### config.mk
export PLATFORM = sky130hd
export DESIGN_NAME = uart_frame_loader
export DESIGN_NICKNAME = d
export VERILOG_FILES = /design/src/rtl/uart_frame_loader.sv
export SDC_FILE = /design/constraint.sdc
export NUM_CORES = 1
export LEC_CHECK = 0
export ABC_AREA = 1
export BUFFER_PORTS_ARGS = -buffer_cell sky130_fd_sc_hd__buf_4
export CAP_MARGIN = 25
export CORE_ASPECT_RATIO = 0.6
export CORE_UTILIZATION = 59
export DETAILED_ROUTE_END_ITERATION = 7
export GPL_TIMING_DRIVEN = 0
export PLACE_DENSITY = 0.85
export RECOVER_POWER = 100
export SYNTH_ARGS = -nofsm -noshare
export SYNTH_HDL_FRONTEND = slang
export SYNTH_SLANG_ARGS = --single-unit
### constraint.sdc
create_clock -name clk -period 2.1 [get_ports clk]
set_input_delay 0.21 -clock clk [delete_from_list [all_inputs] [get_ports clk]]
set_output_delay 0.21 -clock clk [all_outputs]
set_load 0.02 [all_outputs]
### src/rtl/uart_frame_loader.sv
// UART-side command loader: parses framed write commands, buffers them in a FIFO
// and issues one-cycle CPU load strobes. Optional checksum byte: UART_FRAME_CHECKSUM_EN.
module uart_frame_loader #(
   parameter int DATA_W      = 16,
   parameter int SEL_W       = 2,
   parameter int FIFO_DEPTH  = 4,
   parameter int TIMEOUT_CYC = 1000
) (
   input  logic                          clk,
   input  logic                          reset,
   input  logic                          rx_valid,
   input  logic [7:0]                    rx_byte,
   output logic                          rx_ready,
   input  logic                          cpu_busy,
   output logic                          cpu_en,
   output logic [SEL_W-1:0]              cpu_sel,
   output logic [DATA_W-1:0]             cpu_data,
   output logic                          frame_err,
   output logic [7:0]                    err_cnt,
   output logic [$clog2(FIFO_DEPTH):0]   fifo_level
);

   localparam int NB      = DATA_W / 8;
   localparam int CNT_W   = $clog2(NB) + 1;
   localparam int TO_W    = $clog2(TIMEOUT_CYC) + 1;
   localparam int PTR_W   = $clog2(FIFO_DEPTH);
   localparam int LVL_W   = PTR_W + 1;
   localparam int ENTRY_W = SEL_W + DATA_W;

`ifdef UART_FRAME_CHECKSUM_EN
   typedef enum logic [1:0] {S_IDLE = 2'd0, S_DATA = 2'd1, S_CSUM = 2'd2} state_t;
`else
   typedef enum logic [1:0] {S_IDLE = 2'd0, S_DATA = 2'd1} state_t;
`endif

   state_t              r_state;
   state_t              w_state_next;

   logic [DATA_W-1:0]   r_word;
   logic [SEL_W-1:0]    r_sel;
   logic [CNT_W-1:0]    r_byte_cnt;
   logic [TO_W-1:0]     r_to_cnt;
`ifdef UART_FRAME_CHECKSUM_EN
   logic [7:0]          r_xor;
`endif

   logic [ENTRY_W-1:0]  r_mem [FIFO_DEPTH];
   logic [PTR_W-1:0]    r_wr_ptr;
   logic [PTR_W-1:0]    r_rd_ptr;
   logic [LVL_W-1:0]    r_count;
   logic                r_rx_ready;
   logic                r_cpu_en;
   logic [SEL_W-1:0]    r_cpu_sel;
   logic [DATA_W-1:0]   r_cpu_data;
   logic                r_frame_err;
   logic [7:0]          r_err_cnt;

   logic                w_accept;
   logic                w_hdr_ok;
   logic                w_last;
   logic                w_timeout;
   logic                w_hdr_load;
   logic                w_shift;
   logic                w_push;
   logic                w_pop;
   logic                w_err;
   logic [DATA_W-1:0]   w_word_shift;
   logic [ENTRY_W-1:0]  w_push_data;
   logic [LVL_W-1:0]    w_count_next;

   assign w_accept     = rx_valid & r_rx_ready;
   assign w_hdr_ok     = (rx_byte[7:4] == 4'hA) && ((rx_byte[3:0] >> SEL_W) == 4'd0);
   assign w_last       = (r_byte_cnt == CNT_W'(NB - 1));
   assign w_timeout    = (r_to_cnt == TO_W'(TIMEOUT_CYC - 1));
   assign w_word_shift = (r_word << 8) | DATA_W'(rx_byte);
   assign w_pop        = (r_count != '0) && !cpu_busy;

`ifdef UART_FRAME_CHECKSUM_EN
   assign w_push_data  = {r_sel, r_word};
`else
   assign w_push_data  = {r_sel, w_word_shift};
`endif

   always_ff @(posedge clk) begin
      if (reset) r_state <= S_IDLE;
      else       r_state <= w_state_next;
   end

   // NOTE: every output of a combinational block gets a default first, so no
   // path through the case can leave a signal unassigned and infer a latch.
   always_comb begin
      w_state_next = r_state;
      w_hdr_load   = 1'b0;
      w_shift      = 1'b0;
      w_push       = 1'b0;
      w_err        = 1'b0;
      case (r_state)
         S_IDLE: begin
            if (w_accept) begin
               if (w_hdr_ok) begin
                  w_hdr_load   = 1'b1;
                  w_state_next = S_DATA;
               end else begin
                  w_err = 1'b1;
               end
            end
         end
         S_DATA: begin
            // An accepted byte takes priority over an expiring timeout.
            if (w_accept) begin
               w_shift = 1'b1;
               if (w_last) begin
`ifdef UART_FRAME_CHECKSUM_EN
                  w_state_next = S_CSUM;
`else
                  w_push       = 1'b1;
                  w_state_next = S_IDLE;
`endif
               end
            end else if (w_timeout) begin
               w_err        = 1'b1;
               w_state_next = S_IDLE;
            end
         end
`ifdef UART_FRAME_CHECKSUM_EN
         S_CSUM: begin
            if (w_accept) begin
               if (rx_byte == r_xor) w_push = 1'b1;
               else                  w_err  = 1'b1;
               w_state_next = S_IDLE;
            end else if (w_timeout) begin
               w_err        = 1'b1;
               w_state_next = S_IDLE;
            end
         end
`endif
         default: w_state_next = S_IDLE;
      endcase
   end

   // NOTE: state is updated with non-blocking assignments so every register
   // samples the pre-edge values regardless of statement order.
   always_ff @(posedge clk) begin
      if (reset) begin
         r_word     <= '0;
         r_sel      <= '0;
         r_byte_cnt <= '0;
         r_to_cnt   <= '0;
`ifdef UART_FRAME_CHECKSUM_EN
         r_xor      <= '0;
`endif
      end else begin
         if (w_hdr_load) begin
            r_sel      <= rx_byte[SEL_W-1:0];
            r_word     <= '0;
            r_byte_cnt <= '0;
`ifdef UART_FRAME_CHECKSUM_EN
            r_xor      <= rx_byte;
`endif
         end else if (w_shift) begin
            r_word     <= w_word_shift;
            r_byte_cnt <= r_byte_cnt + 1'b1;
`ifdef UART_FRAME_CHECKSUM_EN
            r_xor      <= r_xor ^ rx_byte;
`endif
         end

         if (r_state == S_IDLE || w_accept) r_to_cnt <= '0;
         else                               r_to_cnt <= r_to_cnt + 1'b1;
      end
   end

   always_comb begin
      w_count_next = r_count;
      if (w_push && !w_pop)      w_count_next = r_count + 1'b1;
      else if (!w_push && w_pop) w_count_next = r_count - 1'b1;
   end

   // NOTE: the storage array is deliberately not reset; the pointers and
   // count define validity, and a reset-free array maps onto plain RAM.
   always_ff @(posedge clk) begin
      if (w_push) r_mem[r_wr_ptr] <= w_push_data;
   end

   always_ff @(posedge clk) begin
      if (reset) begin
         r_wr_ptr    <= '0;
         r_rd_ptr    <= '0;
         r_count     <= '0;
         r_rx_ready  <= 1'b0;
         r_cpu_en    <= 1'b0;
         r_cpu_sel   <= '0;
         r_cpu_data  <= '0;
         r_frame_err <= 1'b0;
         r_err_cnt   <= '0;
      end else begin
         if (w_push) r_wr_ptr <= r_wr_ptr + 1'b1;
         if (w_pop) begin
            r_rd_ptr                <= r_rd_ptr + 1'b1;
            {r_cpu_sel, r_cpu_data} <= r_mem[r_rd_ptr];
         end
         r_cpu_en    <= w_pop;
         r_count     <= w_count_next;
         // Ready looks at the post-edge occupancy so a full FIFO never takes a byte.
         r_rx_ready  <= (w_count_next != LVL_W'(FIFO_DEPTH));
         r_frame_err <= w_err;
         if (w_err && r_err_cnt != 8'hFF) r_err_cnt <= r_err_cnt + 1'b1;
      end
   end

   assign rx_ready   = r_rx_ready;
   assign cpu_en     = r_cpu_en;
   assign cpu_sel    = r_cpu_sel;
   assign cpu_data   = r_cpu_data;
   assign frame_err  = r_frame_err;
   assign err_cnt    = r_err_cnt;
   assign fifo_level = r_count;

endmodule

# Word-level counts from Yosys, hierarchy flattened

Memories as Yosys holds them, arrays and structs flattened. A register that Yosys moved wholly into a read port is not among the register bits.
Index checks and enable logic that the tools add are counted.

Register bits after elaboration: 43
Bits in writable memories: 72
Bits of input ports: 12
Output and inout port bits: 32
Logic and storage cells: 70
Memories: 1

Memory list:

| name  | depth | bits a word | rd ports | clocked after memory_dff | wr ports | RTL line | text |
|---|---|---|---|---|---|---|---|
| r_mem | 4     | 18          | 1        | 1                        | 1        | 47       | `logic [ENTRY_W-1:0] r_mem [FIFO_DEPTH];` |

Add/sub/neg operators: 7
Eq/ne operators: 10
Mux-type cells: 23
Bitwise logic cells: 2
Reductions and logical operators: 15

Operators by type and width:

| kind                  | count |
|---|---|
| $or 16x8->16          | 1 |
| $mux 1                | 14 |
| $add 11x1->11 const B | 1 |
| $eq 11x10->1 const B  | 1 |
| $mux 2                | 5 |
| $ne 3x3->1 const B    | 3 |
| $add 8x1->8 const B   | 1 |
| $ne 8x8->1 const B    | 1 |
| $add 2x1->2 const B   | 3 |
| $mux 3                | 2 |
| $logic_and 1x1->1     | 5 |
| $eq 2x1->1 const B    | 2 |
| $eq 4x4->1 const B    | 1 |
| $logic_not 4->1       | 1 |
| $ne 2x2->1 const B    | 2 |
| $pmux 2 s2            | 1 |
| $reduce_and 4->1      | 1 |
| $reduce_or 2->1       | 2 |
| $add 3x1->3 const B   | 1 |
| $logic_not 1->1       | 3 |
| $reduce_bool 3->1     | 1 |
| $sub 3x1->3 const B   | 1 |
| $logic_not 2->1       | 1 |
| $pmux 1 s2            | 1 |
| other kinds (2)       | 2 |

# Logic depth before layout (Yosys ltp)

Gate-level depths: netlist of run 1.

Word-level depth: 9
Depth in mapped cells: 10
Depth with buffers taken out: 9

# Worst setup path before layout of run 1

Ideal clock, no wire load.

Path type: register to register
Start point: register r_rx_ready (netlist: rx_ready)
End point: memory r_mem[0][0] (netlist bit) (enable)
Arrival time: 1.662 ns
Required time: 1.707 ns
Path slack: 0.045 ns
Stages on the path, launching flop included: 6
Path buffers: 1
Cells stage by stage: dfxtp_1 nand2_1 nor2_1 nand2_1 buf_2 nor2_1

Word-level cells in the longest chain between the ends: 5

RTL lines:

| what                         | RTL line | text |
|---|---|---|
| start: declaration           | 51       | `logic r_rx_ready;` |
| start signal: assignment     | 205      | `r_rx_ready <= (w_count_next != LVL_W'(FIFO_DEPTH));` |
| $and 1x1->1                  | 71       | `assign w_accept = rx_valid & r_rx_ready;` |
| $mux 1                       | 110      | `if (w_accept) begin` |
| $mux 1                       | 97       | `case (r_state)` |
| $mux 1                       | 182      | `if (w_push) r_mem[r_wr_ptr] <= w_push_data;` |
| $mux 1 (not written as such) | 182      |  |
| end: declaration             | 47       |  |

No other way between the ends.

==> reports/results.ini, run 1 <==
[status]
status=completed

[sta]
hold_viol=0
maxSlewViolCount=0
finClkSkew_ns=0.00912
setup_viol=0
max_slew.worst_pin.slew_ns=0.687
rsz0062_at_grt=false
fmax_mhz=511
min_period_over_period=0.933
fin_crit_ns=1.96
setup_tns_ns=0
hold_ws_ns=0.132
slew_headroom=0.542

[clock_tree]
numCtsBuffers=17
clkSinkCount=132
clk_pin_slew_ns=0.06
cts-htree-levels=4
cts_tree=done
cts_root_buffer=clkbuf_16
clk_path_buf_depth=2
post_cts_buffers=0
cts_resized=0
worstSkewPairLatency_ns=0.42

[critical_path]
endpoint_kind=flop
worstPathArrival_ns=2.32
worstPathRequired_ns=2.46
setup.worst_path.class=flop to flop
path_max_fanout=10
startpoint_type=flop
worstSetupStartpoint=r_rd_ptr[0]$_SDFFE_PP0P_
r2r-start=r_rd_ptr[0]$_SDFFE_PP0P_

[logic_synthesis]
synth-seq-cells=132
ys_warn_count=0
synthCells=538
syn_nets=560
synth_top_area_share=0.406
syn_area_per_cell_sq_um=9.91
yosys.area.top_type=edfxtp_1
ys_types=29
yosysSeqAreaShare=0.631
synth.area.top_cells=edfxtp_1 (41%), dfxtp_1 (23%), nor2_1 (6.8%)
synth_area_sq_um=5330

[die]
die_height_um=75.6
die-area_sq_um=9430
num_rows=26
start_util=0.618
dieWidth_um=125
num_io_pins=44
coreArea_sq_um=8620

[power_and_ir_drop]
p_per_area_nw_per_um2=1230
leakagePower_nw=2.50
fin_total_pwr_w=0.00783
ir_drop_mv=0.765

[detailed_routing]
dr_total_vias=4140
wire_per_inst_um=17.4
post-route-drc-count=0
viasPerCell=5.67
firstDrtPassIters=5
ant_nets=0
drtIter0Drc=385
wirelength_mm=12.7

[final_layout]
fin_util=0.735
finalInstanceArea_sq_um=6340
n_antenna_cell=0
drive_gt1_frac=0.100
layout.nets=627
area_growth_syn_to_layout_pct=18.9

[flow_run]
maxCapViolations=0

[grt]
grt_pass1_vias=3988
antenna_found_initial=0
grt-ovfl-total=0
groute.usage.overall=0.284
grt_max_degree=18
grt_pass1_wl_mm=19.6

[hold_path]
hold_class=input port to flop
hold_start=rx_byte[3]

[placement]
post_dp_cell_area_sq_um=5860
portBuffers=43
gp_congestion=0.808
dpl.hpwl_mm=7.91

[per-layer routing]
layer,up-vias,GRT usage,wire [um]
met2,220,0.471,5930
li1,1945,-,-
met1,1945,0.349,5450
met4,0,0.115,272
met5,-,0,0
met3,30,0.104,1080
[worst max-delay path, cell delays in order, from the launching register on]
cell	delay, ns
dfxtp_1	0.31
clkbuf_2	0.19
inv_1	0.29
clkbuf_1	0.51
o21ai_0	0.17
o22ai_1	0.24
o21ai_0	0.12
inv_1	0.07
[where the power goes]
part | internal, W | switching, W
sequential | 0.00289 | 0.000120
clock | 0.00216 | 0.00109
combinational | 0.000458 | 0.00110
[area by class of cell]
class	instances	area, sq um
plain buffers	22	95.1
clock buffers	31	676
clock inverters	1	6.26
fillers	588	2280
inverters	58	218
multi-input cells	326	1620
flip-flops and latches	132	3360
well taps	112	140
repair buffers	48	215
[path summary, 6_finish.rpt]
check                                                  to  cells past startpoint  slack [ns]
worst max-delay path            cpu_data[13]$_SDFFE_PP0P_                      7        0.14
worst min-delay path                r_mem[1][3]$_DFFE_PP_                      1        0.13
worst max register to register  cpu_data[13]$_SDFFE_PP0P_                      7        0.14
worst min register to register     r_to_cnt[0]$_SDFF_PP0_                      1        0.45
[synthesized netlist by cell type, drive strengths merged]
cell type / instances
xor2: 6
dfxtp: 60
ha: 10
edfxtp: 72
nand2: 60
nor2: 100
o22ai: 18
clkbuf: 9
xnor2: 3
a21oi: 32
or2: 2
nand4: 4
o21ai: 66
inv: 58
nand3: 22
nor3: 3
buf: 13
[per-stage QoR]
stage	setup WS (ns)	cells
final	0.141	730
after global routing	0.0331	730
after CTS	0.150	730
after detailed placement	0.185	697
after global placement	-0.536	693
after floorplan	0.0455	538
[cell usage in the layout (no fill, tap or decap), types with 8 or more instances in the layout]
| master | n |
|---|---|
| a21oi_1 | 30 |
| nand3_1 | 21 |
| o22ai_1 | 18 |
| edfxtp_1 | 72 |
| clkbuf_16 | 23 |
| nand2_1 | 57 |
| dfxtp_1 | 60 |
| o21ai_0 | 61 |
| buf_2 | 8 |
| clkbuf_1 | 51 |
| inv_1 | 53 |
| nor2_1 | 96 |
| ha_1 | 10 |
[sequential cells by signal, indices dropped and copies added, names as in the netlist, 2 cells and up]
signal      cells
r_byte_cnt      2
fifo_level      3
r_to_cnt       11
r_sel           2
r_mem          72
r_wr_ptr        2
cpu_data       16
err_cnt         8
r_rd_ptr        2
cpu_sel         2
r_word          8
[logic make-up (layout without fill, tap and decap cells)]
group / after synthesis / in the layout / share of synthesized area
simple gates: 191 / 191 / 0.153
fa+ha+maj: 10 / 10 / 0.0235
compound gates: 116 / 116 / 0.119
buf+inv: 80 / 160 / 0.0594
xor+xnor: 9 / 9 / 0.0148
flops: 132 / 132 / 0.631
[what timing repair did]
item	in CTS	in global routing
endpoints found under the hold margin	4	0
hold buffers	1	0
endpoints found under the setup margin	0	0
(Power assumes the default switching activity.)
==> run 2, diff against run 1 <==
CELL_PAD_IN_SITES_DETAIL_PLACEMENT = 1   (was unset)
CELL_PAD_IN_SITES_GLOBAL_PLACEMENT = 1   (was unset)
CORE_UTILIZATION = 46   (was 59)
PLACE_DENSITY = 0.84   (was 0.85)
==> run 2 against run 1 <==
  * Maximum frequency decreased by 1.8%
  * Non-clock buffer count rose by 1
  * Worst hold slack got worse by 0.010 ns
  * Critical endpoint is now r_rd_ptr[1]$_SDFFE_PP0P_
==> reports/results.ini, run 2 (synthesis results as in run 1) <==
[grt]
grt-ovfl-total=0  ; unchanged
antenna_found_initial=0  ; unchanged
grt_pass1_vias=4511  ; was 3,988
groute.usage.overall=0.269  ; was 0.284
grt_pass1_wl_mm=23.9  ; was 19.6 mm
grt_max_degree=17  ; was 18

[sta]
setup_viol=0  ; unchanged
fin_crit_ns=2.00  ; was 1.96 ns
setup_tns_ns=0  ; unchanged
finClkSkew_ns=0.0115  ; was 0.00912 ns
slew_headroom=0.541  ; was 0.542
worst_slack_ns=0.105  ; was 0.141 ns
hold_viol=0  ; unchanged
min_period_over_period=0.950  ; was 0.933
maxSlewViolCount=0  ; unchanged
max_slew.worst_pin.slew_ns=0.688  ; was 0.687 ns
rsz0062_at_grt=false  ; unchanged
fmax_mhz=501  ; was 511 MHz

[die]
num_io_pins=44  ; unchanged
die_height_um=85.4  ; was 75.6 um
dieWidth_um=141  ; was 125 um
num_rows=30  ; was 26
coreArea_sq_um=11300  ; was 8620 sq um
die-area_sq_um=12000  ; was 9430 sq um
start_util=0.472  ; was 0.618

[final_layout]
fin_util=0.568  ; was 0.735
largest_reg_flops=72  ; unchanged
multiInputGateArea_sq_um=1630  ; was 1620 sq um
fillers=1272  ; was 588
ff_latch_area_sq_um=3360  ; unchanged
area_growth_syn_to_layout_pct=20.3  ; was 18.9%
n_antenna_cell=0  ; unchanged
largest_register=r_mem  ; unchanged
layout.nets=628  ; was 627
final_cell_mix=nor2_1 (96), edfxtp_1 (72), o21ai_0 (61)  ; unchanged
drive_gt1_frac=0.105  ; was 0.100
fin_cells=779  ; was 730
mostFrequentLayoutCell=nor2_1  ; unchanged
finalInstanceArea_sq_um=6410  ; was 6340 sq um

[detailed_routing]
firstDrtPassIters=4  ; was 5
dr_total_vias=4114  ; was 4,140
post-route-drc-count=0  ; unchanged
drtIter0Drc=194  ; was 385
wire_per_inst_um=19.1  ; was 17.4 um
wirelength_mm=14.9  ; was 12.7 mm
ant_nets=0  ; unchanged
viasPerCell=5.28  ; was 5.67

[critical_path]
r2r_cells=7  ; unchanged
worstPathRequired_ns=2.37  ; was 2.46 ns
worst_path_max_delay_cell=dfxtp_1  ; was clkbuf_1
crit_family=compound AO/OA/AOI/OAI gates  ; was buffers and inverters
rr_endpoint=r_rd_ptr[1]$_SDFFE_PP0P_  ; was cpu_data[13]$_SDFFE_PP0P_
r2r-start=fifo_level[0]$_SDFF_PP0_  ; was r_rd_ptr[0]$_SDFFE_PP0P_
cpPeakStageDelay_ns=0.38  ; was 0.51 ns
worst-path-buf-inv=2  ; was 4
path_max_fanout=10  ; unchanged
endpoint_kind=flop  ; unchanged
cp_cell_sequence=inv_1, ha_1, a21oi_4, clkbuf_2, nand2_1, o21ai_0, a21oi_1  ; was clkbuf_2, inv_1, clkbuf_1, o21ai_0, o22ai_1, o21ai_0, inv_1
worstPathArrival_ns=2.27  ; was 2.32 ns
startpoint_type=flop  ; unchanged
r2r_setup_slack_ns=0.10  ; was 0.14 ns
setup.worst_path.class=flop to flop  ; unchanged

[clock_tree]
cts_tree=done  ; unchanged
clk_path_buf_depth=2  ; unchanged
numCtsBuffers=17  ; unchanged
worstSkewPairLatency_ns=0.43  ; was 0.42 ns
cts_resized=0  ; unchanged
clkSinkCount=132  ; unchanged
clk_pin_slew_ns=0.06  ; about the same
cts-htree-levels=4  ; unchanged
cts_root_buffer=clkbuf_16  ; unchanged

[placement]
dpl.hpwl_mm=9.38  ; was 7.91 mm
gp_congestion=0.795  ; was 0.808
post_dp_cell_area_sq_um=5920  ; was 5860 sq um
pre_cts_ws_ns=0.0900  ; was 0.185 ns
portBuffers=43  ; unchanged
dp.cells=745  ; was 697

[flow_run]
maxCapViolations=0  ; unchanged

[hold_path]
hold_depth=1  ; unchanged
hold_start=rx_byte[3]  ; unchanged
hold_path_end=r_mem[3][3]$_DFFE_PP_  ; was r_mem[1][3]$_DFFE_PP_
hold_class=input port to flop  ; unchanged

[power_and_ir_drop]
ir_drop_mv=0.768  ; was 0.765 mV
p_per_area_nw_per_um2=1250  ; was 1230 nW/um^2
leakagePower_nw=2.50  ; about the same

[status]
status=completed  ; unchanged

[run 2: worst max-delay path by stage]
stage                                   from                       end  depth (start not counted)
global route             rx_ready$_SDFF_PP0_    r_mem[3][13]$_DFFE_PP_                          6
floorplan                rx_ready$_SDFF_PP0_     r_mem[0][0]$_DFFE_PP_                          5
detailed placement       rx_ready$_SDFF_PP0_     r_mem[3][0]$_DFFE_PP_                          6
CTS                      rx_ready$_SDFF_PP0_    r_mem[3][13]$_DFFE_PP_                          6
finish              fifo_level[0]$_SDFF_PP0_  r_rd_ptr[1]$_SDFFE_PP0P_                          7
global placement         rx_ready$_SDFF_PP0_     r_mem[3][0]$_DFFE_PP_                          5
[run 2: cell type report]
class | instances | area share
inverters | 58 | 0.0339
multi-input cells | 326 | 0.254
clock buffers | 20 | 0.0728
well taps | 160 | 0.0312
repair buffers | 49 | 0.0378
plain buffers | 22 | 0.0150
flip-flops and latches | 132 | 0.524
clock inverters | 12 | 0.0312
[run 2: power breakdown]
part / leakage (nW) / total (W) / internal, W / switching [W]
sequential: 1.18 / 0.00301 / 0.00289 / 0.000122
clock: 0.320 / 0.00338 / 0.00220 / 0.00118
combinational: 0.993 / 0.00160 / 0.000460 / 0.00114
[run 2: stage by stage]
stage | power, W | hold slack (ns)
after global routing | 0.00832 | 0.129
after detailed placement | 0.00481 | 0.439
after CTS | 0.00821 | 0.00425
after global placement | 0.00473 | 0.430
final | 0.00799 | 0.122
after floorplan | 0.00416 | 0.309
[run 2: per-layer routing]
| layer | vias to the layer above | routed length, um | global-route usage |
|---|---|---|---|
| met5 | - | 0 | 0 |
| met4 | 0 | 153 | 0.0949 |
| met3 | 15 | 844 | 0.0626 |
| met2 | 109 | 7330 | 0.459 |
| met1 | 2053 | 6570 | 0.338 |
| li1 | 1937 | - | - |
[run 2: repair_timing]
| item | in CTS | in global routing |
|---|---|---|
| buffers inserted | 0 | 0 |
| hold buffers | 2 | 0 |
| hold endpoints to repair | 8 | 0 |
